--- config.mk ---
export PLATFORM = sky130hd
export DESIGN_NAME = fnd_scan_ctrl
export DESIGN_NICKNAME = d
export VERILOG_FILES = /design/src/rtl/fnd_pkg.sv /design/src/rtl/bin2bcd_seq.sv /design/src/rtl/fnd_scan_ctrl.sv
export SDC_FILE = /design/constraint.sdc
export NUM_CORES = 1
export LEC_CHECK = 0
export CAP_MARGIN = 20
export CORE_MARGIN = 2
export CORE_UTILIZATION = 40
export DETAILED_ROUTE_END_ITERATION = 16
export GPL_TIMING_DRIVEN = 0
export HOLD_SLACK_MARGIN = 0.15
export PLACE_DENSITY_LB_ADDON = 0.15
export SETUP_SLACK_MARGIN = 0.4
export SLEW_MARGIN = 5
export SYNTH_ARGS = -nofsm -noshare
export SYNTH_HDL_FRONTEND = slang
export SYNTH_SLANG_ARGS = --single-unit
--- constraint.sdc ---
create_clock -name clk -period 2.5 [get_ports clk]
set_input_delay 0.625 -clock clk [delete_from_list [all_inputs] [get_ports clk]]
set_output_delay 0.625 -clock clk [all_outputs]
set_load 0.03 [all_outputs]
--- src/rtl/fnd_pkg.sv ---
// Shared definitions for the seven-segment scan controller: segment codes,
// conversion FSM state encoding and the nibble-to-segment lookup.
package fnd_pkg;

    localparam logic [7:0] SEG_BLANK = 8'hFF;
    localparam logic [7:0] SEG_DASH  = 8'hBF;

    typedef logic [1:0] conv_state_t;

    localparam conv_state_t ST_IDLE  = 2'd0;
    localparam conv_state_t ST_SHIFT = 2'd1;
    localparam conv_state_t ST_DONE  = 2'd2;

    // Active-low {dp,g..a}; dp is left off here and forced by the caller.
    function automatic logic [7:0] seg_of_nibble(input logic [3:0] n);
        logic [7:0] s;
        case (n)
            4'h0: s = 8'hC0;
            4'h1: s = 8'hF9;
            4'h2: s = 8'hA4;
            4'h3: s = 8'hB0;
            4'h4: s = 8'h99;
            4'h5: s = 8'h92;
            4'h6: s = 8'h82;
            4'h7: s = 8'hF8;
            4'h8: s = 8'h80;
            4'h9: s = 8'h90;
            4'hA: s = 8'h88;
            4'hB: s = 8'h83;
            4'hC: s = 8'hC6;
            4'hD: s = 8'hA1;
            4'hE: s = 8'h86;
            default: s = 8'h8E;
        endcase
        return s;
    endfunction

    function automatic logic [63:0] pow10(input int n);
        logic [63:0] r;
        r = 64'd1;
        for (int i = 0; i < n; i++) r = r * 64'd10;
        return r;
    endfunction

endpackage

--- src/rtl/bin2bcd_seq.sv ---
// Sequential double-dabble: one bit per clock, DATA_W shift cycles, then a
// one-cycle DONE strobe. Digits above N_DIGITS are dropped and flagged as overflow.
module bin2bcd_seq
    import fnd_pkg::*;
#(
    parameter int DATA_W   = 14,
    parameter int N_DIGITS = 4
) (
    input  logic                    clk,
    input  logic                    reset,
    input  logic                    start_i,
    input  logic [DATA_W-1:0]       value_i,
    output logic                    busy_o,
    output logic                    done_o,
    output logic [4*N_DIGITS-1:0]   bcd_o,
    output logic                    ovf_o
);

    localparam int BCD_W = 4 * N_DIGITS;
    localparam int CNT_W = $clog2(DATA_W);
    localparam logic [CNT_W-1:0] LAST = CNT_W'(DATA_W - 1);
    localparam logic [63:0] MAX_DEC = pow10(N_DIGITS) - 64'd1;

    conv_state_t       state_q, state_d;
    logic [CNT_W-1:0]  cnt_q, cnt_d;
    logic [DATA_W-1:0] bin_q, bin_d;
    logic [BCD_W-1:0]  bcd_q, bcd_d;
    logic              ovf_q, ovf_d;
    logic              value_ovf;

    function automatic logic [BCD_W-1:0] dabble_adjust(input logic [BCD_W-1:0] b);
        logic [BCD_W-1:0] r;
        r = b;
        for (int k = 0; k < N_DIGITS; k++) begin
            if (b[4*k +: 4] >= 4'd5) r[4*k +: 4] = b[4*k +: 4] + 4'd3;
        end
        return r;
    endfunction

    assign value_ovf = {{(64-DATA_W){1'b0}}, value_i} > MAX_DEC;

    always_comb begin
        state_d = state_q;
        cnt_d   = cnt_q;
        bin_d   = bin_q;
        bcd_d   = bcd_q;
        ovf_d   = ovf_q;
        case (state_q)
            ST_IDLE: begin
                if (start_i) begin
                    state_d = ST_SHIFT;
                    cnt_d   = '0;
                    bin_d   = value_i;
                    bcd_d   = '0;
                    ovf_d   = value_ovf;
                end
            end
            ST_SHIFT: begin
                {bcd_d, bin_d} = {dabble_adjust(bcd_q), bin_q} << 1;
                cnt_d = cnt_q + 1'b1;
                if (cnt_q == LAST) state_d = ST_DONE;
            end
            ST_DONE: state_d = ST_IDLE;
            default: state_d = ST_IDLE;
        endcase
    end

    always_ff @(posedge clk) begin
        if (reset) begin
            state_q <= ST_IDLE;
            cnt_q   <= '0;
        end else begin
            state_q <= state_d;
            cnt_q   <= cnt_d;
        end
    end

    always_ff @(posedge clk) begin
        bin_q <= bin_d;
        bcd_q <= bcd_d;
        ovf_q <= ovf_d;
    end

    assign busy_o = (state_q != ST_IDLE);
    assign done_o = (state_q == ST_DONE);
    assign bcd_o  = bcd_q;
    assign ovf_o  = ovf_q;

endmodule

--- src/rtl/fnd_scan_ctrl.sv ---
// Multiplexed seven-segment driver: latches a value, converts it to BCD (or
// takes hex nibbles), and scans the digits with blanking, dots and blink.
module fnd_scan_ctrl
    import fnd_pkg::*;
#(
    parameter int CLK_HZ    = 100_000_000,
    parameter int SCAN_HZ   = 1_000,
    parameter int N_DIGITS  = 4,
    parameter int DATA_W    = 14,
    parameter int BLINK_DIV = 250
) (
    input  logic                clk,
    input  logic                reset,
    input  logic [DATA_W-1:0]   i_value,
    input  logic                i_load,
    input  logic                i_hex,
    input  logic [N_DIGITS-1:0] i_dot_mask,
    input  logic                i_blank_lz,
    input  logic                i_blink_en,
    output logic [N_DIGITS-1:0] fnd_com,
    output logic [7:0]          fnd_data,
    output logic                o_busy,
    output logic                o_ovf
);

    localparam int TICK_DIV = CLK_HZ / SCAN_HZ;
    localparam int TICK_W   = (TICK_DIV > 1) ? $clog2(TICK_DIV) : 1;
    localparam int IDX_W    = $clog2(N_DIGITS);
    localparam int BL_W     = (BLINK_DIV > 1) ? $clog2(BLINK_DIV) : 1;
    localparam int BCD_W    = 4 * N_DIGITS;

    logic [TICK_W-1:0]   tick_cnt_q;
    logic                tick;
    logic [IDX_W-1:0]    idx_q;
    logic [BL_W-1:0]     blink_cnt_q;
    logic                phase_q;

    logic                conv_busy, conv_done, conv_ovf, conv_start;
    logic [BCD_W-1:0]    conv_bcd;

    logic                pend_vld_q, pend_vld_d;
    logic [DATA_W-1:0]   pend_val_q, pend_val_d;
    logic                pend_hex_q, pend_hex_d;
    logic                take_pend, take_new, start_hex, hex_start;
    logic [DATA_W-1:0]   start_val;

    logic                hex_wr_q;
    logic [DATA_W-1:0]   hex_val_q;
    logic [31:0]         hex_ext;
    logic                hex_ovf;

    logic [BCD_W-1:0]    disp_q;
    logic                dovf_q;

    logic [3:0]          digit;
    logic                blank;
    logic [7:0]          data_d, data_q;
    logic [N_DIGITS-1:0] com_d, com_q;

    assign tick = (tick_cnt_q == TICK_W'(TICK_DIV - 1));

    always_ff @(posedge clk) begin
        if (reset) begin
            tick_cnt_q  <= '0;
            idx_q       <= '0;
            blink_cnt_q <= '0;
            phase_q     <= 1'b1;
        end else begin
            tick_cnt_q <= tick ? '0 : tick_cnt_q + 1'b1;
            if (tick) begin
                idx_q <= (idx_q == IDX_W'(N_DIGITS - 1)) ? '0 : idx_q + 1'b1;
                if (blink_cnt_q == BL_W'(BLINK_DIV - 1)) begin
                    blink_cnt_q <= '0;
                    phase_q     <= ~phase_q;
                end else begin
                    blink_cnt_q <= blink_cnt_q + 1'b1;
                end
            end
        end
    end

    // A waiting load always goes before a new strobe; the new one takes the slot.
    assign take_pend  = !conv_busy && pend_vld_q;
    assign take_new   = !conv_busy && !pend_vld_q && i_load;
    assign start_val  = pend_vld_q ? pend_val_q : i_value;
    assign start_hex  = pend_vld_q ? pend_hex_q : i_hex;
    assign conv_start = (take_pend || take_new) && !start_hex;
    assign hex_start  = (take_pend || take_new) && start_hex;

    always_comb begin
        pend_vld_d = pend_vld_q;
        pend_val_d = pend_val_q;
        pend_hex_d = pend_hex_q;
        if (take_pend) pend_vld_d = 1'b0;
        if (i_load && !take_new) begin
            pend_vld_d = 1'b1;
            pend_val_d = i_value;
            pend_hex_d = i_hex;
        end
    end

    bin2bcd_seq #(
        .DATA_W   (DATA_W),
        .N_DIGITS (N_DIGITS)
    ) u_bin2bcd (
        .clk     (clk),
        .reset   (reset),
        .start_i (conv_start),
        .value_i (start_val),
        .busy_o  (conv_busy),
        .done_o  (conv_done),
        .bcd_o   (conv_bcd),
        .ovf_o   (conv_ovf)
    );

    assign hex_ext = {{(32-DATA_W){1'b0}}, hex_val_q};
    assign hex_ovf = |(hex_ext >> BCD_W);

    always_ff @(posedge clk) begin
        if (reset) begin
            pend_vld_q <= 1'b0;
            hex_wr_q   <= 1'b0;
            disp_q     <= '0;
            dovf_q     <= 1'b0;
        end else begin
            pend_vld_q <= pend_vld_d;
            hex_wr_q   <= hex_start;
            if (conv_done) begin
                disp_q <= conv_bcd;
                dovf_q <= conv_ovf;
            end else if (hex_wr_q) begin
                disp_q <= hex_ext[BCD_W-1:0];
                dovf_q <= hex_ovf;
            end
        end
    end

    always_ff @(posedge clk) begin
        pend_val_q <= pend_val_d;
        pend_hex_q <= pend_hex_d;
        if (hex_start) hex_val_q <= start_val;
    end

    always_comb begin
        digit  = disp_q[{idx_q, 2'b00} +: 4];
        blank  = i_blank_lz && (idx_q != '0) && ((disp_q >> {idx_q, 2'b00}) == '0);
        data_d = dovf_q ? SEG_DASH : (blank ? SEG_BLANK : seg_of_nibble(digit));
        if (i_dot_mask[idx_q]) data_d[7] = 1'b0;
        com_d  = (i_blink_en && !phase_q) ? '1 : ~(N_DIGITS'(1) << idx_q);
    end

    // Enable and segment bits are registered together so they never skew.
    always_ff @(posedge clk) begin
        if (reset) begin
            com_q  <= '1;
            data_q <= SEG_BLANK;
        end else begin
            com_q  <= com_d;
            data_q <= data_d;
        end
    end

    assign fnd_com  = com_q;
    assign fnd_data = data_q;
    assign o_busy   = conv_busy;
    assign o_ovf    = dovf_q;

endmodule

==> reports/metrics.cfg, run 1 <==
[timing]
post-route-min-period_ns = 2.12
maxSlewHeadroom_pct = 56.6
max_freq_mhz = 471
worstMarginPinSlew_ns = 0.652
final.setup.tns_ns = 0
fin_skew_ns = 0.00957
min_period_over_period_pct = 85.0
setup_ws_ns = 0.375
finalMaxSlewViolations = 0
rsz0062_at_grt = yes
hold_viol = 0
setup-violations-final = 0

[critical_path]
cpMaxStageDelayCell = mux4_2
critPathMaxStageDelay_ns = 0.56
required_ns = 2.82
worstPathBufferInverterCount = 2
critical_path.top_delay_family = simple AND/OR/NAND/NOR gates
endpoint_kind = flip-flop
worstPathArrival_ns = 2.45
cp_max_fo = 6
crit_chain = mux4_2 -> inv_2 -> ha_4 -> nor4b_4 -> nand2_1 -> nor4b_2 -> nor3_2 -> buf_4 -> o311ai_1
critPathKind = flip-flop to flip-flop
start_kind = flip-flop

[logic_synthesis]
synth_top_family_by_area = simple AND/OR/NAND/NOR gates
synth.distinct_cells = 53
async_flop_share_pct = 0
synth_top_area_cell = edfxtp_1
synth_area_per_cell_um2 = 10.3
ys_warn_count = 0
synth_xor_area_share_pct = 3.61
synth_fp_nets = 611
ys_top_cells_by_area = edfxtp_1 (31%), dfxtp_1 (22%), nor2_1 (5.9%), mux2i_1 (4.8%), ha_1 (4.7%)
synthFlopType = dfxtp_1
synth_edf_count = 60
ys_seq_area_share_pct = 53.3
synth_fa_ha_area_share_pct = 4.73
netlist_area_mm2 = 0.00583
synthCells = 565
synthSimpleGateAreaFrac_pct = 17.2
ys_ff_latch = 125
synthMuxAreaShare_pct = 8.23
synth_top_area_share_pct = 30.9
synth_compound_area_share_pct = 9.09

[die]
io-pin-count = 38
row_count = 44
start_util_pct = 40.5
core-area_mm2 = 0.0144
dieArea_mm2 = 0.0155
fp.dieW_um = 125
die_h_um = 125

[power]
power_frac_comb_pct = 10.0
seq_power_share_pct = 46.3
p_int_mw = 3.78
vdd_drop_max_uv = 472
powerDensity_mw_per_mm2 = 703
pwr-share-clk_pct = 43.7
power_switching_mw = 1.30
p_leak_nw = 2.65
swShare_pct = 25.6

[clock_network]
cts_buffer_depth = 2
hold_buffers = 0
cts_tree = built
cts-htree-levels = 4
clk_pin_slew_worst_paths_ns = 0.06
clock-root-buffer = clkbuf_16
clk_latency_ns = 0.41
cts_made_buffers = 17
clock-sinks = 125

[global_routing]
grt_usage_pct = 17.1
grt_pass1_wl_um = 21100
grt-ovfl-total = 0
grt_max_degree = 24
grt_pass1_vias = 4290
antenna_found_initial = 0
grt_use_met1_pct = 21.8
grt-busiest-layer = met2
gr-usage-met2_pct = 27.7
grtUsageMet3_pct = 4.81

[routing]
antenna_left = 0
routedWlPerCell_um = 15.0
drc = 0
vias = 4320
firstDrtPassIters = 4
first_iter_violations = 296
routed_via_density = 5.19
wirelength_um = 12500

[finish]
multi_input_area_mm2 = 0.00259
fillers = 1291
stdcell_count = 832
seq_area_mm2 = 0.00311
area_delta_synth_final_pct = 24.1
diodes = 0
layout-drive-gt1-share_pct = 14.8
nets = 681

[placed_design]
dp_slack_ns = -0.293
dp_hpwl_um = 9000
gp_congestion = 0.794
dp_cells = 788
port_buffers = 37

[flow_run]
max_cap_violations = 0

[min_path]
holdCritPathClass = flip-flop to flip-flop

[run_status]
status = finished, final reports clean

registers in the layout, summed over array words and instances, names as in the netlist, 2 cells and up:
register / flops
idx_q: 2
disp_q: 16
u_bin2bcd.bcd_o: 16
u_bin2bcd.bin_q: 14
pend_val_q: 14
hex_val_q: 14
u_bin2bcd.cnt_q: 4
fnd_data: 8
blink_cnt_q: 8
fnd_com: 4
tick_cnt_q: 17
u_bin2bcd.state_q: 2
through the flow:
stage | utilization [%] | hold WS [ns] | power, mW | area [um2]
floorplan | - | 0.430 | 2.70 | 5830
global placement | 44.8 | 0.446 | 2.86 | 6430
detailed placement | 45.0 | 0.454 | 2.89 | 6470
CTS | 49.9 | 0.466 | 5.15 | 7170
global route | 50.3 | 0.497 | 5.33 | 7230
finish | 50.3 | 0.458 | 5.08 | 7230
what timing repair did:
action                     CTS  global route
pin swaps                    6             4
setup endpoints to repair   62            71
buffers inserted             9             3
resized for setup           26            16
placed cells by master (no fill, tap or decap), drive strengths merged, types with 10 or more instances in the layout:
master          n
mux2i          28
nor3           14
a21oi          42
xnor2          10
xor2           14
edfxtp         60
a211oi         17
o21ai          16
clkdlybuf4s50  35
clkbuf         36
mux2           11
ha             22
nor2           91
buf            21
dfxtp          65
nand2          35
inv            38
Yosys cell counts (all sizes together) (2+ instances only):
cell	number
a211oi	17
xor2	14
nand2b	9
nand4	9
or2	2
a31oi	4
nor4	4
o311ai	2
nand3b	5
mux2	11
nor2	91
clkbuf	16
nand2	35
or4	3
or3	6
buf	8
nand3	9
a21oi	42
nor3	14
edfxtp	60
o31ai	2
and3	2
nor2b	8
mux4	3
ha	22
o21ai	16
xnor2	10
and4bb	2
inv	32
nor4b	3
mux2i	28
dfxtp	65
metal layers:
metal  vias to the layer above  wire (um)
met3                        10        491
li1                       2140          -
met5                         -          0
met2                        84       6060
met4                         0        106
met1                      2086       5810
power by group through the flow:
stage | Clock (mW) | Combinational, mW | Sequential, mW
floorplan | 0 | 0.301 | 2.40
global placement | 0 | 0.459 | 2.40
detailed placement | 0 | 0.490 | 2.40
CTS | 2.29 | 0.509 | 2.35
global route | 2.40 | 0.569 | 2.36
finish | 2.22 | 0.508 | 2.35
final timing paths:
path	startpoint	end	slack, ns	cells after the start
hold reg to reg	tick_cnt_q[0]$_SDFF_PP0_	tick_cnt_q[0]$_SDFF_PP0_	0.46	1
hold / removal	tick_cnt_q[0]$_SDFF_PP0_	tick_cnt_q[0]$_SDFF_PP0_	0.46	1
setup reg to reg	idx_q[0]$_SDFFE_PP0N_	fnd_data[4]$_SDFF_PP1_	0.38	9
setup / recovery	idx_q[0]$_SDFFE_PP0N_	fnd_data[4]$_SDFF_PP1_	0.38	9
kinds of logic after synthesis:
family	Yosys count
compound gates	90
xor+xnor	24
fa+ha+maj	22
buf+inv	56
flops	125
mux	42
simple gates	206
layout make-up:
cell class / instances / share of cell area (%)
buffer: 24 / 1.71
inverter: 32 / 1.66
clock inverter: 14 / 1.54
sequential: 125 / 43.0
timing repair buffer: 51 / 7.03
tap: 184 / 3.19
multi-input combinational: 384 / 35.9
clock buffer: 18 / 5.94
Note: power is estimated with default switching activity, not from simulation.
==> run 2, diff against run 1 <==
- clock period: 2.5 -> 1.8 ns (I/O delays scaled with it)
==> run 2 against run 1 <==
Compared with the run above: the run now ends with negative setup slack left; worst hold slack lost 0.011 ns; clock-buffer cell count unchanged; flip-flop and latch count did not move; critical path depth down 1; final cell count is 6.7% higher; worst setup slack got worse by 0.66 ns; largest cell class unchanged; largest power group is now the clock network.
==> reports/metrics.cfg, run 2 (same netlist as run 1, synthesis figures left out) <==
[run_status]
status = finished, violations left
violations = negative setup slack

[critical_path]
required_ns = 2.12  ; -0.70 ns
worstPathArrival_ns = 2.41  ; -0.04 ns
r2r-end = fnd_data[4]$_SDFF_PP1_
r2r_setup_slack_ns = -0.29  ; -0.66 ns
cp_max_fo = 6  ; unchanged
endpoint_kind = flip-flop
start_kind = flip-flop
crit_start = idx_q[0]$_SDFFE_PP0N_
ff2ff_path_depth = 8  ; -1
critPathKind = flip-flop to flip-flop
r2r-start = idx_q[0]$_SDFFE_PP0N_

[clock_network]
clk_pin_slew_worst_paths_ns = 0.06  ; about the same
cts_buffer_depth = 2  ; unchanged
hold_buffers = 0  ; unchanged
clk_latency_ns = 0.42  ; about the same
clock-root-buffer = clkbuf_16
cts_made_buffers = 17  ; unchanged
clock-sinks = 125  ; unchanged
cts-htree-levels = 4  ; unchanged
cts_tree = built

[die]
row_count = 44  ; unchanged
die_h_um = 125  ; unchanged
dieArea_mm2 = 0.0155  ; unchanged
fp.dieW_um = 125  ; unchanged
io-pin-count = 38  ; unchanged
start_util_pct = 40.5  ; unchanged
core-area_mm2 = 0.0144  ; unchanged

[power]
powerDensity_mw_per_mm2 = 924  ; +31%
p_leak_nw = 3.21  ; +21%
vdd_drop_max_uv = 835  ; +77%

[routing]
routed_via_density = 5.21  ; +0.40%
routedWlPerCell_um = 16.2  ; +8.0%
first_iter_violations = 390  ; +32%
wirelength_um = 14400  ; +15%
antenna_left = 0  ; unchanged
drc = 0  ; unchanged
vias = 4629  ; +7.2%
firstDrtPassIters = 4  ; unchanged

[timing]
rsz0062_at_grt = yes
setup-violations-final = 7  ; +7
min_period_over_period_pct = 116  ; +31 points
fin_skew_ns = 0.00806  ; -0.00151 ns
hold_viol = 0  ; unchanged
final.setup.tns_ns = -1.89  ; -1.89 ns
post-route-min-period_ns = 2.09  ; -0.0386 ns
worstMarginPinSlew_ns = 0.552  ; -0.100 ns
finalMaxSlewViolations = 0  ; unchanged
max_freq_mhz = 479  ; +1.9%
maxSlewHeadroom_pct = 62.9  ; +6.3 points
fin_hold_ws_ns = 0.447  ; -0.0112 ns
setup_ws_ns = -0.286  ; -0.661 ns

[min_path]
whs_path_depth = 1  ; unchanged
holdCritPathClass = flip-flop to flip-flop
holdPathEnd = tick_cnt_q[0]$_SDFF_PP0_
hp-start = tick_cnt_q[0]$_SDFF_PP0_

[global_routing]
grt_pass1_wl_um = 23500  ; +11%
antenna_found_initial = 0  ; unchanged
grt_pass1_vias = 4716  ; +9.9%
grt_max_degree = 17  ; -29%
grt_usage_pct = 18.9  ; +1.9 points
grt-ovfl-total = 0  ; unchanged

[placed_design]
gp_congestion = 0.845  ; +6.4%
place_area_mm2 = 0.00662  ; +2.3%
port_buffers = 37  ; unchanged
dp_hpwl_um = 8750  ; -2.8%

[finish]
fillers = 1153  ; -11%
largest-register = tick_cnt_q
post-route-cell-area_mm2 = 0.00851  ; +18%
largest_register_ffs = 17  ; unchanged
diodes = 0  ; unchanged
nets = 737  ; +8.2%
area_delta_synth_final_pct = 46.2
final_common_cell = nor2_1
final_cell_mix = nor2_1 (83), edfxtp_1 (60), dfxtp_1 (46)
layout-drive-gt1-share_pct = 37.2  ; +22 points

[flow_run]
max_cap_violations = 0  ; unchanged

-- run 2: power by group --
part,leakage [nW],internal (mW),switching [mW]
registers,1.11,3.17,0.111
clock network,0.292,2.21,1.30
logic,1.81,0.543,0.538
total,3.21,5.92,1.95
-- run 2: worst max-delay path by stage --
| stage | cells past startpoint | to | slack [ns] |
|---|---|---|---|
| floorplan | 5 | fnd_data[6]$_SDFF_PP1_ | -0.19 |
| global placement | 4 | tick_cnt_q[6]$_SDFF_PP0_ | -0.46 |
| detailed placement | 4 | tick_cnt_q[6]$_SDFF_PP0_ | -0.44 |
| CTS | 8 | fnd_data[4]$_SDFF_PP1_ | -0.26 |
| global route | 8 | fnd_data[5]$_SDFF_PP1_ | -0.39 |
| finish | 8 | fnd_data[4]$_SDFF_PP1_ | -0.29 |
-- run 2: through the flow --
| step | cells | worst slack (ns) | util (%) | power [mW] |
|---|---|---|---|---|
| after floorplan | 565 | -0.185 | - | 3.79 |
| after global placement | 786 | -0.456 | 46.1 | 4.01 |
| after detailed placement | 786 | -0.439 | 46.1 | 4.04 |
| after CTS | 880 | -0.260 | 57.0 | 7.80 |
| after global routing | 888 | -0.386 | 59.3 | 8.16 |
| final | 888 | -0.286 | 59.3 | 7.86 |
-- run 2: layer usage --
layer,global-route usage [%],routed length [um],vias up
li1,-,-,2259
met1,22.9,6240,2261
met2,32.7,7420,91
met3,5.07,528,18
met4,6.21,185,0
met5,0,0,-
-- run 2: critical path, cell delays in order, from the launching register on --
cell	delay (ns)
dfxtp_4	0.37
mux4_2	0.56
inv_2	0.10
ha_4	0.13
nor4b_4	0.19
nand2_2	0.11
nor4b_4	0.33
nor3_4	0.11
o311ai_2	0.08
-- run 2: what timing repair did --
| action | 4_1_cts | 5_1_grt |
|---|---|---|
| hold endpoints to repair | 0 | 0 |
| resized for setup | 202 | 69 |
| endpoints found under the setup margin | 165 | 140 |
| buffers inserted | 56 | 8 |
| pin swaps | 51 | 29 |
| gates cloned | 6 | 0 |
-- run 2: area by class of cell --
type | instances | area [um2] | area share, %
sequential | 125 | 3150 | 37.0
multi-input combinational | 385 | 3120 | 36.6
timing repair buffer | 104 | 1030 | 12.1
clock buffer | 18 | 439 | 5.16
tap | 184 | 230 | 2.70
buffer | 24 | 216 | 2.54
clock inverter | 14 | 168 | 1.97
inverter | 32 | 136 | 1.60
timing repair inverter | 2 | 25.0 | 0.294
==> edit 1, RTL diff (flow settings as in run 2) <==
Make the reset (`reset`) asynchronous in 4 clocked blocks.
--- a/src/rtl/bin2bcd_seq.sv
+++ b/src/rtl/bin2bcd_seq.sv
@@ -66,5 +66,5 @@
     end
 
-    always_ff @(posedge clk) begin
+    always_ff @(posedge clk or posedge reset) begin
         if (reset) begin
             state_q <= ST_IDLE;
--- a/src/rtl/fnd_scan_ctrl.sv
+++ b/src/rtl/fnd_scan_ctrl.sv
@@ -60,5 +60,5 @@
     assign tick = (tick_cnt_q == TICK_W'(TICK_DIV - 1));
 
-    always_ff @(posedge clk) begin
+    always_ff @(posedge clk or posedge reset) begin
         if (reset) begin
             tick_cnt_q  <= '0;
@@ -117,5 +117,5 @@
     assign hex_ovf = |(hex_ext >> BCD_W);
 
-    always_ff @(posedge clk) begin
+    always_ff @(posedge clk or posedge reset) begin
         if (reset) begin
             pend_vld_q <= 1'b0;
@@ -151,5 +151,5 @@
 
     // Enable and segment bits are registered together so they never skew.
-    always_ff @(posedge clk) begin
+    always_ff @(posedge clk or posedge reset) begin
         if (reset) begin
             com_q  <= '1;
Behaviour: differs if reset is asserted again (counterexample within 4 cycles, from zero or initial values and one cycle with reset high); with reset held inactive, the same outputs for 10 cycles.
==> edit 1 against run 2 <==
The run still ends with setup timing left. Utilization grew 0.84 points. Sequential cell count is the same. Synthesized area grew 4.3%. Wire length grew 0.71%. Non-clock buffer count grew 1. Cell count shrank 4.1%. Die area grew 4.2%. Clock skew grew 0.0015 ns. Worst setup slack gained 0.092 ns. Cell area grew 6.1%.
Power is not compared: it rests on default switching activity, and its combinational part moved more than twofold at a synthesized area within 25%.
==> edit 1: results <==
[yosys]
synth_seq_area_share_pct = 56.67
syn_nets = 569
synthTopCellsByCount = edfxtp_1 (60), dfrtp_1 (52), nand2_1 (46), nor2_1 (46), o21ai_0 (29)
avgSynthCellArea_sq_um = 11.64
synth_area_leaders = edfxtp_1 (30%), dfrtp_1 (21%), dfstp_2 (5.6%), ha_1 (4.7%), mux2i_1 (4.6%)
ys_async_sr_fraction_pct = 52.00

[setup_path]
reg2reg_depth = 7
crit_end = fnd_data[1]$_DFF_PP1_
crit_family = compound AO/OA/AOI/OAI gates
worstReg2RegStart = idx_q[0]$_DFFE_PP0N_
r2r-end = fnd_data[1]$_DFF_PP1_

[placed_design]
place_area_sq_um = 6850
preCtsSetupSlack_ns = -0.4096
gp_congestion = 0.8308

[finish]
ff_latch_area_sq_um = 3448
drive_above_1_share_pct = 43.83
stdcell_count = 852
nNetsFinal = 698

[worst_hold_path]
hold_depth = 2
worstHoldEndpoint = o_ovf$_DFFE_PP0P_
min_from = u_bin2bcd.ovf_o$_DFFE_PP_

[status]
status = finished, violations left
violations = setup timing

[grt]
grt_max_degree = 36
grt_pass1_wl_um = 22920
grt_use_met2_pct = 29.73
globalRouteMet3Util_pct = 3.392
gr-usage-met1_pct = 23.26
gr-usage-all-layers_pct = 17.87

[detailed_routing]
wl_met3_um = 558
wl_um = 14480
routedLengthMet1_um = 6225
vias_per_cell = 5.258
drt_iter0_markers = 179
met2WireLength_um = 7435

[timing]
final.setup.worst_slack_ns = -0.1945
tns_ns = -1.228
finalSetupViolCount = 7
worst_hold_slack_ns = 0.4687
fin_skew_ns = 0.009566

[clock_network]
htreeDepth = 4
post_cts_buffers = 43
ctsResizeCount = 216
==> edit 1: cell count changes after synthesis, sizes merged, moves of 13 or more <==
| cell | change |
|---|---|
| a21oi | -20 |
| dfrtp | +52 |
| dfxtp | -65 |
| a211oi | -13 |
| nor2 | -44 |
| o21ai | +13 |
| dfstp | +13 |
==> edit 1: cell type report <==
class	count	share of cell area, %
multi-input combinational	350	36.16
timing repair buffer	106	12.06
clock inverter	14	1.787
clock buffer	18	4.751
buffer	23	3.199
inverter	28	1.260
tap	188	2.604
sequential	125	38.17
==> edit 1: cells by family (layout without fill, tap and decap cells) <==
kind of cell             after synthesis  in the layout  synth area share [%]
AO/OA/AOI/OAI                         81             82                 8.069
XOR/XNOR                              25             25                 3.602
adder cells (fa/ha/maj)               24             24                 4.899
buffers and inverters                 51            189                 3.787
flip-flops                           125            125                 56.67
multiplexers                          44             44                 8.687
AND/OR/NAND/NOR                      172            175                 14.29
==> edit 2, RTL diff (config.mk and constraints of run 2) <==
Made on the original files. `N_DIGITS` is set to 4 in 2 places; all go to 2.
--- a/src/rtl/bin2bcd_seq.sv
+++ b/src/rtl/bin2bcd_seq.sv
@@ -5,5 +5,5 @@
 #(
     parameter int DATA_W   = 14,
-    parameter int N_DIGITS = 4
+    parameter int N_DIGITS = 2
 ) (
     input  logic                    clk,
--- a/src/rtl/fnd_scan_ctrl.sv
+++ b/src/rtl/fnd_scan_ctrl.sv
@@ -6,5 +6,5 @@
     parameter int CLK_HZ    = 100_000_000,
     parameter int SCAN_HZ   = 1_000,
-    parameter int N_DIGITS  = 4,
+    parameter int N_DIGITS  = 2,
     parameter int DATA_W    = 14,
     parameter int BLINK_DIV = 250
Interface: changed (resized fnd_com and i_dot_mask); port bits go from 38 to 34. No check against the original RTL was run, so the function may have changed too.
==> edit 2 against run 2 <==
The flow still finishes with violations (setup timing). Worst hold slack worse by 0.0017 ns. Cell area is 19% lower. Wire length fell by 23%. Synthesized area is 17% lower. Worst setup slack better by 0.28 ns. Total power shrank 27%. Synthesized cell count fell by 18%. Sequential cell count fell by 19. Critical path type unchanged. Largest power group is now sequential cells. Highest routed layer unchanged.
==> edit 2: results <==
[setup_path]
cpPeakStageDelay_ns = 0.53
cp.arrival_ns = 2.09
startpoint = tick_cnt_q[13]$_SDFF_PP0_
worstPathMaxFanout = 3
r2r-end = blink_cnt_q[6]$_SDFFE_PP0N_
reg2reg_depth = 4
path_class = reg -> reg
crit_path_top_delay_cell = or4_4

[yosys]
synth_edf_count = 52
synth_adder_area_share_pct = 3.628
synthCells = 463
synth-xor-area-share_pct = 3.084
synthMuxAreaShare_pct = 6.763
synth-compound-area-share_pct = 11.09
ys_types = 52
synth_area_leaders = edfxtp_1 (32%), dfxtp_1 (22%), mux2i_1 (5.6%), nor2_1 (4.5%), a21oi_1 (3.7%)

[grt]
grt_max_degree = 18
grt_pass1_vias = 3696
grt_pass1_wl_um = 18350
gr-usage-all-layers_pct = 17.94

[power]
leakage_nw = 2.386

[timing]
final.setup.worst_slack_ns = -0.009122
tns_ns = -0.009122
finalSetupViolCount = 1
worst_hold_slack_ns = 0.4454

[finish]
nNetsFinal = 588
drive_above_1_share_pct = 36.27
n_fill_cell = 986

[status]
violations = setup timing
status = finished, violations left

[detailed_routing]
dr_total_vias = 3762
wl_um = 11100

[placed_design]
io_buffers = 33
preCtsSetupSlack_ns = -0.5912
hpwl_um = 7049
place_area_sq_um = 5607

[clock_network]
cts_buffers = 9
clk_latency_ns = 0.35
ctsResizeCount = 141
htreeDepth = 3
## edit 2: cell count changes after synthesis, moves of 6 or more
cell             run 2  this run
a21oi_1             42        36
dfxtp_1             65        54
edfxtp_1            60        52
ha_1                22        14
nand2_1             35        24
nand3_1              9        16
nor2_1              91        58
nor3_1              13         7
o21ai_0             15         8
xor2_1              14         5
## edit 2: metal layers
metal,up-vias,global-route usage [%],routed length [um]
met4,0,5.691,140
met5,-,0,0
li1,1858,-,-
met3,11,3.294,454
met1,1815,24.49,5163
met2,78,29.14,5339
## edit 2: final cells by class
cell class	count	area share [%]
well taps	147	2.682
clock buffers	11	3.704
inverters	29	1.588
flip-flops and latches	106	39.05
clock inverters	5	1.204
repair buffers	75	10.09
plain buffers	20	3.358
multi-input cells	311	38.32
## edit 2: report_power, final
group | switching, mW | internal [mW]
combinational | 0.415 | 0.361
sequential | 0.0812 | 2.69
clock | 0.886 | 1.31
